==> src/rtl/rom_fetch_buffer.sv <==
// Single-entry ROM word buffer: converts level-style mapper strobes into a
// req/ack memory transaction, and serves repeated same-word accesses from a one-word tag.
module rom_fetch_buffer #(
   parameter int ADDR_W = 24
) (
   input  logic              MCLK,
   input  logic              RESET_N,
   input  logic [ADDR_W-1:0] ROM_ADDR,
   input  logic              ROM_CE_N,
   input  logic              ROM_OE_N,
   input  logic              ROM_WORD,
   output logic [15:0]       ROM_Q,
   input  logic              INVALIDATE,
   output logic              MEM_REQ,
   output logic [ADDR_W-1:0] MEM_ADDR,
   input  logic              MEM_ACK,
   input  logic [15:0]       MEM_DATA,
   output logic              BUSY
);

   typedef enum logic {S_IDLE, S_REQ} state_t;

   state_t            state, state_d;
   logic [ADDR_W-1:1] tag;
   logic              valid;
   logic              kill;
   logic [15:0]       data_buf;
   logic              a0;
   logic              w;
   logic              access;
   logic              hit;

   function automatic logic [15:0] fmt_lane(input logic [15:0] d,
                                            input logic        lane,
                                            input logic        word);
      logic [15:0] r;
      if (word)      r = d;
      else if (lane) r = {d[15:8], d[15:8]};
      else           r = {d[7:0], d[7:0]};
      return r;
   endfunction

   assign access = ~ROM_CE_N & ~ROM_OE_N;
   assign hit    = access & valid & (ROM_ADDR[ADDR_W-1:1] == tag);

   // Request is decoded from state so it drops the instant reset asserts.
   assign MEM_REQ = (state == S_REQ);
   assign BUSY    = MEM_REQ;

   always_ff @(posedge MCLK or negedge RESET_N) begin
      if (!RESET_N) state <= S_IDLE;
      else          state <= state_d;
   end

   always_comb begin
      state_d = state;
      case (state)
         S_IDLE:  if (access && !hit) state_d = S_REQ;
         S_REQ:   if (MEM_ACK)        state_d = S_IDLE;
         default: state_d = S_IDLE;
      endcase
   end

   always_ff @(posedge MCLK or negedge RESET_N) begin
      if (!RESET_N) begin
         ROM_Q    <= '0;
         MEM_ADDR <= '0;
         tag      <= '0;
         valid    <= 1'b0;
         kill     <= 1'b0;
         data_buf <= '0;
         a0       <= 1'b0;
         w        <= 1'b0;
      end else begin
         case (state)
            S_IDLE: begin
               if (INVALIDATE) valid <= 1'b0;
               if (hit) begin
                  ROM_Q <= fmt_lane(data_buf, ROM_ADDR[0], ROM_WORD);
               end else if (access) begin
                  MEM_ADDR <= {ROM_ADDR[ADDR_W-1:1], 1'b0};
                  a0       <= ROM_ADDR[0];
                  w        <= ROM_WORD;
               end
            end
            S_REQ: begin
               if (INVALIDATE) kill <= 1'b1;
               // A fill that raced an invalidate still answers the mapper but is not cached.
               if (MEM_ACK) begin
                  data_buf <= MEM_DATA;
                  tag      <= MEM_ADDR[ADDR_W-1:1];
                  valid    <= ~(kill | INVALIDATE);
                  ROM_Q    <= fmt_lane(MEM_DATA, a0, w);
                  kill     <= 1'b0;
               end
            end
            default: ;
         endcase
      end
   end

endmodule
==> config.mk <==
export PLATFORM = sky130hd
export DESIGN_NAME = rom_fetch_buffer
export DESIGN_NICKNAME = d
export VERILOG_FILES = /design/src/rtl/rom_fetch_buffer.sv
export SDC_FILE = /design/constraint.sdc
export NUM_CORES = 1
export LEC_CHECK = 0
export CAP_MARGIN = 20
export CORE_MARGIN = 3
export CORE_UTILIZATION = 46
export CTS_CLUSTER_DIAMETER = 60
export CTS_CLUSTER_SIZE = 28
export DETAILED_ROUTE_END_ITERATION = 12
export PLACE_DENSITY = 0.77
export SLEW_MARGIN = 20
export SYNTH_ARGS = -nofsm -noshare
export SYNTH_HDL_FRONTEND = slang
export SYNTH_SLANG_ARGS = --single-unit
==> constraint.sdc <==
create_clock -name MCLK -period 1.9 [get_ports MCLK]
set_input_delay 0.38 -clock MCLK [delete_from_list [all_inputs] [get_ports MCLK]]
set_output_delay 0.38 -clock MCLK [all_outputs]
set_load 0.01 [all_outputs]
# [After elaboration in Yosys (flattened, before gate mapping)]
# Cells that the tools add are included.
[op_classes] n_addsub=0 multipliers=0 div=0 order_cmp=0 eq_ne=4 shift=0 n_mux=15 bitwise_logic=9 n_reduce_logical=8
[op_table] cell="16-bit 2-to-1 mux" count=6
[op_table] cell="16-bit one-hot mux with 2 select lines" count=1
[op_table] cell="23-bit == test" count=1
[op_table] cell="2-bit AND reduction" count=4
[op_table] cell="1-bit 2-to-1 mux" count=6
[op_table] cell="2-bit inequality test (second input constant)" count=3
[op_table] cell="1-bit NOT" count=5
[op_table] cell="1-bit one-hot mux with 2 select lines" count=2
[op_table] cell="1-bit AND" count=3
[op_table] cell="3-bit AND reduction" count=1
[op_table] cell="2-bit nonzero test" count=1
[op_table] cell="1-bit logical AND" count=1
[op_table] cell="1-bit logical NOT" count=1
[op_table] cell="1-bit bitwise OR" count=1
[word_totals] regBits=83 latchBits=0 ram_bits=0 romBits=0 in_bits=47 out_inout_bits=42 mem_count=0

# [Logic depth before layout (Yosys ltp)]
# Gate-level depths: netlist of the first run.
[logic_depth] ltp_word=8 ltp_mapped=7 ltp_nobuf=5

# [Worst setup path before layout of the first run]
# Ideal clock, no wire load.
[synth_path] path_kind="register to register" startpoint="register tag[1] (netlist bit)" endpoint="register MEM_ADDR[10]" setup_ns=0.125 arrival_time_ns=1.892 t_required_ns=1.775 path_slack_ns=-0.117 path_stages_with_launch=7 n_path_buf=1 path_cell_list="dfrtp_1 > xor2_1 > nor4_1 > nand4_1 > o311ai_4 > buf_6 > mux2_2"
[synth_via] elab_chain_len=4
[synth_rtl] item="start: declaration" line="24" rtl="logic [ADDR_W-1:1] tag;"
[synth_rtl] item="start signal: assignment" line="91" rtl="tag <= MEM_ADDR[ADDR_W-1:1];"
[synth_rtl] item="23-bit == test" line="44" rtl="assign hit = access & valid & (ROM_ADDR[ADDR_W-1:1] == tag);"
[synth_rtl] item="1-bit AND" line="44"
[synth_rtl] item="1-bit NOT (no source line)"
[synth_rtl] item="3-bit AND reduction (no source line)"
[synth_rtl] item="end signal: assignment" line="81" rtl="MEM_ADDR <= {ROM_ADDR[ADDR_W-1:1], 1'b0};"
[synth_rtl] item="end: declaration" line="15" rtl="output logic [ADDR_W-1:0] MEM_ADDR,"
# No other way between the ends.
# A chain may end at the register's enable or synchronous reset.

# [Worst setup path in the final report of the first run]
[layout_path] startpoint="input ROM_ADDR[21]" endpoint="register MEM_ADDR[16]"
[layout_via] elab_chain_len=4
[layout_rtl] item="start: declaration" line="8" rtl="input logic [ADDR_W-1:0] ROM_ADDR,"
[layout_rtl] item="23-bit == test" line="44"
[layout_rtl] item="1-bit AND" line="44"
[layout_rtl] item="1-bit NOT (no source line)"
[layout_rtl] item="3-bit AND reduction (no source line)"
# No other way between the ends.

==> flow_metrics.env, run 1 <==
export IMPL_cp_required_ns=2.14
export IMPL_peakVddDrop_mv=0.693
export IMPL_hpwl_um=6030
export IMPL_die_height_um=98.8
export IMPL_rows=33
export IMPL_syn_num_nets=344
export IMPL_cp_max_fo=13
export IMPL_drive_above_1_share_pct=31.3
export IMPL_routed_wl_um=8850
export IMPL_rsz0062_at_grt="true"
export IMPL_endpoint_kind="register"
export IMPL_fp_dieArea_um2=9770
export IMPL_ys_seq_area_share_pct=52.4
export IMPL_drc=0
export IMPL_fin_area_um2=5370
export IMPL_dieWidth_um=98.8
export IMPL_htreeDepth=3
export IMPL_critPathMaxStageDelay_ns=0.45
export IMPL_seqCellArea_um2=2080
export IMPL_syn_area_um2=3970
export IMPL_start_util_pct=47.8
export IMPL_cts_buffers=9
export IMPL_route_vias_total=2775
export IMPL_place_area_um2=5040
export IMPL_pin_count=89
export IMPL_cts_num_sinks=83
export IMPL_grt_overflow=0
export IMPL_fin_ws_ns=-0.285
export IMPL_place_inst=488
export IMPL_critPathBufInv=3
export IMPL_io_buffers=87
export IMPL_tritoncts="done"
export IMPL_crit_type="input pin to register"
export IMPL_clock_latency_ns=0.35
export IMPL_hp_class="input pin to asynchronous set/reset pin"
export IMPL_min_period_ns=2.19
export IMPL_crit_chain="clkdlybuf4s50_1 -> xor2_1 -> nor4_1 -> nand4_1 -> o311ai_4 -> buf_6 -> buf_12 -> mux2_2"
export IMPL_grt_pass1_vias=2773
export IMPL_stdcell_count=508
export IMPL_violations="setup timing"
export IMPL_vias_per_cell=5.46
export IMPL_antenna_found_initial=0
export IMPL_grt_max_degree=84
export IMPL_cp_slowest_cell="clkdlybuf4s50_1"
export IMPL_status="complete, but fails checks"
export IMPL_yosys_area_top_type="dfrtp_1"
export IMPL_critPathLaunchType="input pin"
export IMPL_syn2layout_area_growth_pct=35.3
export IMPL_cp_top_family="buffers and inverters"
export IMPL_p_leak_nw=2.29
export IMPL_final_cell_mix="dfrtp_1, clkdlybuf4s50_1, mux2_2"
export IMPL_maxCapViolCount=0
export IMPL_yosys_register_bits=83
export IMPL_nFillCells=653
export IMPL_min_period_over_period_pct=115
export IMPL_hold_ws_ns=0.0272
export IMPL_wl_per_cell_um=17.4
export IMPL_cts_buffer_depth=2
export IMPL_ys_warn_count=0
export IMPL_finalHoldViolCount=0
export IMPL_avgSynthCellArea_um2=13.4
export IMPL_first_pass_iters=4
export IMPL_drt_iter0_markers=66
export IMPL_grt_use_total_pct=17.9
export IMPL_layout_commonest_cell="dfrtp_1"
export IMPL_final_max_slew_viol_count=0
export IMPL_worstPathArrival_ns=2.42
export IMPL_grt_pass1_wl_um=13800
export IMPL_synth_top_area_share_pct=52.4
export IMPL_multi_input_area_um2=1800
export IMPL_clock_fmax_ghz=0.458
export IMPL_p_per_area_nw_per_um2=1190
export IMPL_finalSetupViolations=42
export IMPL_clk_pin_slew_ns=0.09
export IMPL_synthDistinctLibCells=29
export IMPL_final_nets=445
export IMPL_gp_congestion=0.818
export IMPL_syn_inst=297
export IMPL_design_core_area_um2=8300
export IMPL_antenna_cells=0
export IMPL_synth_area_leaders="dfrtp_1, mux2_2, mux2i_1"
export IMPL_skew_ns=0.00940
export IMPL_cts_root_buf="clkbuf_8"
export IMPL_postRouteAntennaNets=0
## metrics by stage
stage | setup TNS, ns | total power (W) | setup slack [ns] | utilization (%)
floorplan | -3.07 | 0.00392 | -0.117 | -
global placement | -27.64 | 0.00485 | -0.672 | 60.7
detailed placement | -27.87 | 0.00493 | -0.691 | 60.7
CTS | -9.98 | 0.00639 | -0.265 | 63.5
global route | -14.71 | 0.00676 | -0.392 | 64.7
finish | -10.80 | 0.00638 | -0.285 | 64.7
## layer usage
metal	GRT usage, %	wire length [µm]	up-vias
met5	0	0	-
met4	5.04	93	0
met3	6.30	630	8
met2	30.4	4440	99
met1	21.6	3690	1378
li1	-	-	1290
## final timing paths
| check | startpoint | end | slack [ns] | cells after the start |
|---|---|---|---|---|
| max | ROM_ADDR[21] | MEM_ADDR[16] | -0.29 | 8 |
| min | RESET_N | ROM_Q[1] | 0.03 | 2 |
| max reg2reg | tag[20] | MEM_ADDR[16] | -0.24 | 7 |
| min reg2reg | ROM_Q[6] | ROM_Q[6] | 0.51 | 1 |
| max in group asynchronous | RESET_N | BUSY | 1.50 | 2 |
| min in group MCLK | ROM_ADDR[19] | MEM_ADDR[19] | 0.44 | 2 |
## cell usage after synthesis (all sizes together)
library cell / number
a211oi: 16
a21oi: 2
buf: 10
clkbuf: 11
conb: 1
dfrtp: 83
inv: 1
mux2: 80
mux2i: 17
nand2: 2
nand2b: 1
nand4: 3
nor2: 5
nor2b: 2
nor3: 24
nor4: 12
o21ai: 1
o22ai: 1
o311ai: 1
o41a: 1
xnor2: 5
xor2: 18
## registers in the layout, indices dropped and copies added (netlist names)
signal / count
MEM_ADDR: 23
tag: 23
ROM_Q: 16
data_buf: 16
BUSY: 1
a0: 1
kill: 1
valid: 1
w: 1
## where the power goes
group          total, W  switching [W]  internal, W
Combinational   0.00218       0.000802      0.00138
Sequential      0.00276       0.000401      0.00236
Clock           0.00144       0.000649     0.000792
Total           0.00638        0.00185      0.00452
## repair_timing
| action | in CTS | in global routing |
|---|---|---|
| resized for setup | 8 | 12 |
| pin swaps | 0 | 1 |
| gates cloned | 0 | 2 |
| hold buffers | 0 | 0 |
| buffers inserted | 0 | 2 |
| setup endpoints to repair | 44 | 42 |
| hold endpoints to repair | 0 | 0 |
## cell type report
class	instances	area share, %
Clock inverter	6	1.80
Timing Repair Buffer	111	20.8
Clock buffer	10	2.56
Multi-Input combinational cell	192	33.6
Sequential cell	83	38.7
Tap cell	105	2.45
Inverter	1	0.0699
## logic make-up after synthesis
logic type	count (synthesis)	synth area share, %
multiplexers	97	28.0
flip-flops	83	52.4
AND/OR/NAND/NOR	49	6.69
XOR/XNOR	23	5.08
AO/OA/AOI/OAI	22	4.51
buffers and inverters	22	3.28
other	1	0.0946
No activity file was read; power rests on OpenSTA's default activity.
==> run 2: changes to the inputs <==
Settings changed: SLEW_MARGIN 20 to 5.
==> results of run 2 <==
Same layout as run 1: the final DEF is identical, and so are final timing and power.
==> run 3: changes to the inputs <==
Settings changed: CTS_CLUSTER_DIAMETER 60 to 200.
==> results of run 3 <==
Same layout as run 1: the final DEF is identical, and so are final timing and power.
